<file path="src/rtl/irq_priority_arbiter.sv">
// Round-robin interrupt arbiter.
// Rising edges on the raw lines are latched into a pending register. One
// eligible (pending and enabled) source is presented to the core at a time.
// The presented source is held through ack and mret before the next
// arbitration round starts. The round-robin pointer then moves one past
// the source just served.
module irq_priority_arbiter #(
  parameter int N_SRC = 8
) (
  input  logic             clk_i,
  input  logic             rst_i,
  input  logic [N_SRC-1:0] irq_lines_i,
  input  logic [N_SRC-1:0] irq_mask_i,
  input  logic             irq_ack_i,
  input  logic             irq_ret_i,
  output logic             irq_req_o,
  output logic [3:0]       irq_id_o,
  output logic [31:0]      irq_cause_o,
  output logic [N_SRC-1:0] pending_o
);

  typedef enum logic [1:0] {
    IDLE  = 2'd0,
    REQ   = 2'd1,
    SERVE = 2'd2
  } state_t;

  state_t           state_q;
  state_t           state_d;
  logic [N_SRC-1:0] lines_p1;
  logic [N_SRC-1:0] pending_q;
  logic [N_SRC-1:0] pending_d;
  logic [N_SRC-1:0] rise;
  logic [N_SRC-1:0] eligible;
  logic [N_SRC-1:0] clr_vec;
  logic [3:0]       id_q;
  logic [3:0]       id_d;
  logic [3:0]       rr_q;
  logic [3:0]       rr_d;
  logic [15:0]      elig16;
  logic [15:0]      mask16;
  logic [15:0]      clr16;

  // First set bit of elig at or above ptr, wrapping modulo N_SRC.
  // ptr is always below N_SRC, so one subtraction is enough to wrap.
  function automatic logic [3:0] pick_next(input logic [15:0] elig,
                                           input logic [3:0]  ptr);
    logic [4:0] idx;
    logic [3:0] sel;
    logic       found;
    sel   = ptr;
    found = 1'b0;
    for (int k = 0; k < N_SRC; k++) begin
      idx = {1'b0, ptr} + 5'(k);
      if (idx >= 5'(N_SRC)) idx = idx - 5'(N_SRC);
      if (!found && elig[idx[3:0]]) begin
        sel   = idx[3:0];
        found = 1'b1;
      end
    end
    return sel;
  endfunction

  // (id + 1) mod N_SRC.
  function automatic logic [3:0] wrap_inc(input logic [3:0] id);
    logic [4:0] n;
    n = {1'b0, id} + 5'd1;
    if (n >= 5'(N_SRC)) n = '0;
    return n[3:0];
  endfunction

  // Edge detect against the previous sample. The previous-line register
  // resets to zero, so a line held high through reset counts as an edge.
  assign rise     = irq_lines_i & ~lines_p1;
  assign eligible = pending_q & irq_mask_i;
  // Widen to 16 bits so a 4-bit id can index any legal N_SRC.
  assign elig16   = 16'(eligible);
  assign mask16   = 16'(irq_mask_i);

  // Next-state logic: arbitrate in IDLE, wait for ack or withdraw in REQ,
  // and wait for mret in SERVE. Ack is checked before the mask, so ack
  // wins when both happen in the same cycle.
  always_comb begin
    state_d = state_q;
    id_d    = id_q;
    rr_d    = rr_q;
    clr16   = '0;
    case (state_q)
      IDLE: begin
        if (|eligible) begin
          id_d    = pick_next(elig16, rr_q);
          state_d = REQ;
        end
      end
      REQ: begin
        if (irq_ack_i) begin
          clr16   = 16'(1) << id_q;
          state_d = SERVE;
        end else if (!mask16[id_q]) begin
          state_d = IDLE;
        end
      end
      SERVE: begin
        if (irq_ret_i) begin
          rr_d    = wrap_inc(id_q);
          state_d = IDLE;
        end
      end
      default: state_d = IDLE;
    endcase
  end

  // Clear from ack is applied first and a new edge second.
  // A set on the same bit therefore takes priority over the clear.
  assign clr_vec   = clr16[N_SRC-1:0];
  assign pending_d = (pending_q & ~clr_vec) | rise;

  // State register with asynchronous reset.
  always_ff @(posedge clk_i or posedge rst_i) begin
    if (rst_i) begin
      state_q <= IDLE;
    end else begin
      state_q <= state_d;
    end
  end

  // Line history, pending bits, round-robin pointer and presented id.
  // Reset clears all of them, so an in-flight transaction is abandoned.
  always_ff @(posedge clk_i or posedge rst_i) begin
    if (rst_i) begin
      lines_p1  <= '0;
      pending_q <= '0;
      rr_q      <= '0;
      id_q      <= '0;
    end else begin
      lines_p1  <= irq_lines_i;
      pending_q <= pending_d;
      rr_q      <= rr_d;
      id_q      <= id_d;
    end
  end

  // The request is decoded from the state register only.
  assign irq_req_o   = (state_q == REQ);
  assign irq_id_o    = id_q;
  assign irq_cause_o = 32'h8000_0010 + {28'd0, id_q};
  assign pending_o   = pending_q;

endmodule

</file>
<file path="config.mk">
export PLATFORM = sky130hd
export DESIGN_NAME = irq_priority_arbiter
export DESIGN_NICKNAME = d
export VERILOG_FILES = /design/src/rtl/irq_priority_arbiter.sv
export SDC_FILE = /design/constraint.sdc
export NUM_CORES = 1
export LEC_CHECK = 0
export CORE_MARGIN = 8
export CORE_UTILIZATION = 40
export CTS_BUF_LIST = sky130_fd_sc_hd__clkbuf_2
export DETAILED_ROUTE_END_ITERATION = 8
export PLACE_DENSITY_LB_ADDON = 0.1
export SLEW_MARGIN = 20
export SYNTH_ARGS = -nofsm -noshare
export SYNTH_HDL_FRONTEND = slang
export SYNTH_SLANG_ARGS = --single-unit
</file>
<file path="constraint.sdc">
create_clock -name clk_i -period 3.6 [get_ports clk_i]
set_clock_uncertainty 0.05 [all_clocks]
set_input_delay 0.9 -clock clk_i [delete_from_list [all_inputs] [get_ports clk_i]]
set_output_delay 0.9 -clock clk_i [all_outputs]
set_load 0.02 [all_outputs]
</file>
==> qor.txt <==
STATUS
------------------------------------------------------------------------------
Run status                                                        finished clean

LOGIC SYNTHESIS
------------------------------------------------------------------------------
Total number of yosys warnings                                               0
Unique masters post-synth                                                   61
Syn avg cell area                                                    8.717 um2
Number of enable-type register cells in the synthesized netlist              0
Proportion of synthesized chip area in sequential cells                 0.2496
Count of state elements after synthesis                                     26
Synth Instances                                                            299
Share of flip-flops with an asynchronous set or reset                    1.000
Post-Syn Area                                                         2606 um2
Most common flop cell mapped by yosys                                  dfrtp_1

PLACED DESIGN
------------------------------------------------------------------------------
Routability-driven placement congestion ratio                           0.9149
HPWL reported at the end of detailed placement                        5.856 mm
Cell count after placement                                                 414
Number of buffer cells added on primary ports                               36
Instance area at placement                                            3003 um2

CLOCKING
------------------------------------------------------------------------------
Count of hold-fix buffers inserted at cts                                    0
CTS clock-pin slew for the worst setup and hold paths                   290 ps
Clock tree root driver cell                                           clkbuf_2
Number of clock buffers inserted by TritonCTS                                3
Clock tree buffer depth                                                      2
Cts repair resizes                                                           0
Number of sinks on the clock net                                            26
CTS tree                                                                 built
Insertion delay to the later sink of the worst-skew pair                380 ps
# Post-CTS Setup Buffers                                                     0
Clock H-tree levels                                                          1

ROUTING
------------------------------------------------------------------------------
Vias                                                                     2,304
Remaining antenna violation count                                            0
Iteration-0 DRC Markers                                                    143
Average via count per standard cell                                      5.512
Total Wirelength                                                      7.427 mm
Routed metal-1 wire length                                            3.093 mm
Pre-antenna DRT Iters                                                        5
Total met3 wirelength after detailed routing                            572 um
DR top layer                                                              met4
Amount of wire on met2 after detailed routing                         3.559 mm
Number of remaining DRC errors                                               0
Average detailed-routed wire length per instance                      17.77 um

WORST SETUP PATH
------------------------------------------------------------------------------
Setup crit start kind                                                input pin
Maximum fanout count along the critical path                                 4
Required arrival time at the worst endpoint                            3880 ps
Critical Path Sink Type                                                   flop
Critical Path AT                                                       3430 ps
WS Path Type                                                      input pin to flop

GLOBAL ROUTE
------------------------------------------------------------------------------
Total routing resource utilization after global routing                 0.1531
Initial antenna violation count                                              0
Remaining Overflow, GRT                                                      0
Wire length of the first global-routing pass                          12.08 mm
Via count of the first global-routing pass                               2,366
Pin count of the biggest net entering global routing                        27

POWER AND IR DROP
------------------------------------------------------------------------------
Peak supply drop                                                   0.0003740 V
Switching part of the total                                             0.5010
P per Cell Area                                                   944.2 nW/um2
Clock power frac                                                         0.069
Part of the power in registers                                           0.166
Power Internal                                                        1.436 mW
Standby leakage power                                                 1.366 nW
Combinational share of power                                             0.765
Net switching power                                                   1.442 mW

FINISH
------------------------------------------------------------------------------
Area growth from synthesis to layout                                    16.95%
Net total in the final layout                                              378
Number of diodes added for antenna fixing                                    0
Total non-filler cell area in the finished layout                     3048 um2
Filler cell count in the final layout                                      635
Proportion of layout cells with a drive suffix above 1                 0.09971
Filler-free cell count of the finished design                              418

TIMING
------------------------------------------------------------------------------
Number of setup violations in the final report                               0
Rel. slew slack                                                         0.4139
Pins Over Slew Limit                                                         0
Share of the clock period used by the worst path after layout           0.8765
Achievable clock frequency                                           316.9 MHz
Count of final hold-check violations                                         0
Aggregate negative setup slack                                            0 ps
Fin crit period                                                        3156 ps
Setup repair after global routing missed its margin                         no
Slew at the pin closest to its max-slew limit                         879.1 ps

FLOORPLANNING
------------------------------------------------------------------------------
Floorplan die area                                                    9355 um2
Std-Cell Rows                                                               29
Core outline area                                                     6314 um2
Die Height                                                            96.72 um
Die X                                                                 96.72 um
Boundary Pins                                                               65
Initial core utilization                                                0.4128

JOB
------------------------------------------------------------------------------
Max_cap viols                                                                0

HOLD PATH
------------------------------------------------------------------------------
Type of the tightest min-delay check                              flop to flop

state kept, by name, summed over array words and instances (netlist names):
name       cells
irq_id_o       4
state_q        2
pending_o      8
rr_q           4
lines_p1       8
power groups by stage:
stage	clock network (mW)	logic, mW	registers, mW
final	0.198	2.20	0.477
after global routing	0.215	2.40	0.491
after CTS	0.203	2.18	0.478
after detailed placement	0	2.17	0.484
after global placement	0	2.20	0.483
after floorplan	0	1.52	0.507
cells in the final DEF (no fill, tap or decap), types with 3 or more instances in the layout:
| cell | instances |
|---|---|
| o21a_1 | 3 |
| conb_1 | 28 |
| dfrtp_1 | 26 |
| mux4_2 | 6 |
| a21oi_1 | 11 |
| nand4_1 | 5 |
| nand4b_1 | 4 |
| o211ai_1 | 3 |
| nand2_1 | 43 |
| o21ai_0 | 13 |
| mux2i_1 | 6 |
| and2_1 | 13 |
| inv_1 | 20 |
| buf_4 | 17 |
| nor2_1 | 15 |
| nor3_1 | 3 |
| mux4_1 | 4 |
| ha_1 | 16 |
| a41oi_1 | 4 |
| xnor2_1 | 8 |
| a31oi_1 | 3 |
| a22o_1 | 4 |
| clkbuf_2 | 3 |
| clkdlybuf4s50_1 | 36 |
through the flow:
stage | total power, mW | utilization | hold slack (ps) | setup WS [ps]
after floorplan | 2.029 | - | 349.6 | 580.0
after global placement | 2.680 | 0.4756 | 351.0 | 57.30
after detailed placement | 2.652 | 0.4756 | 356.3 | 33.34
after CTS | 2.865 | 0.4828 | 386.1 | 481.2
after global routing | 3.105 | 0.4828 | 406.1 | 248.7
final | 2.878 | 0.4828 | 385.6 | 444.5
per-layer routing:
layer	vias up	global-route usage
met4	0	0.06154
met1	1087	0.1815
li1	1104	-
met2	96	0.2531
met5	-	0
met3	17	0.04339
cell usage after synthesis (all sizes together), types with 4 or more instances:
library cell | n | area share
a21oi | 11 | 0.021
a22o | 4 | 0.013
a41oi | 4 | 0.013
and2 | 14 | 0.034
buf | 36 | 0.10
clkbuf | 5 | 0.0072
dfrtp | 26 | 0.25
ha | 16 | 0.077
inv | 20 | 0.029
mux2i | 6 | 0.023
mux4 | 10 | 0.092
nand2 | 43 | 0.062
nand4 | 5 | 0.012
nand4b | 4 | 0.013
nor2 | 15 | 0.022
o21ai | 14 | 0.027
xnor2 | 8 | 0.027
logic make-up (layout without fill, tap and decap cells):
family	Yosys count	in the layout	share of synthesized area
AOI/OAI and AO/OA	70	70	0.1944
and+or+nand+nor	99	99	0.1925
muxes	16	16	0.1152
xor gates and xnor gates	9	9	0.03025
buffers and inverters	61	77	0.1383
adders and majority gates	16	16	0.07681
DFF	26	26	0.2496
other	2	28	0.002882
path summary, 6_finish.rpt:
kind	startpoint	to	slack (ps)	depth (start not counted)
min in group asynchronous	rst_i	rr_q[2]	760	3
min reg2reg	lines_p1[4]	pending_o[4]	390	1
min	lines_p1[4]	pending_o[4]	390	1
max	irq_mask_i[3]	irq_id_o[1]	440	8
max in group asynchronous	rst_i	irq_id_o[2]	2490	3
max reg2reg	rr_q[1]	irq_id_o[0]	460	9
critical path, cell delays in order:
cell and delay, ps:
clkdlybuf4s50_1 460, and2_0 180, mux4_2 500, a22o_1 260
a211o_1 320, or3_4 370, o22a_1 220, a31o_1 210
area by class of cell:
type / instances / area, um2 / share of cell area
inverter: 20 / 75.07 / 0.02463
clock buffer: 3 / 15.01 / 0.004926
tap: 77 / 96.34 / 0.03161
sequential: 26 / 650.6 / 0.2135
multi-input combinational: 238 / 1693 / 0.5554
clock inverter: 1 / 30.03 / 0.009852
timing repair buffer: 53 / 488.0 / 0.1601
Power figures use the tool's default switching activity.
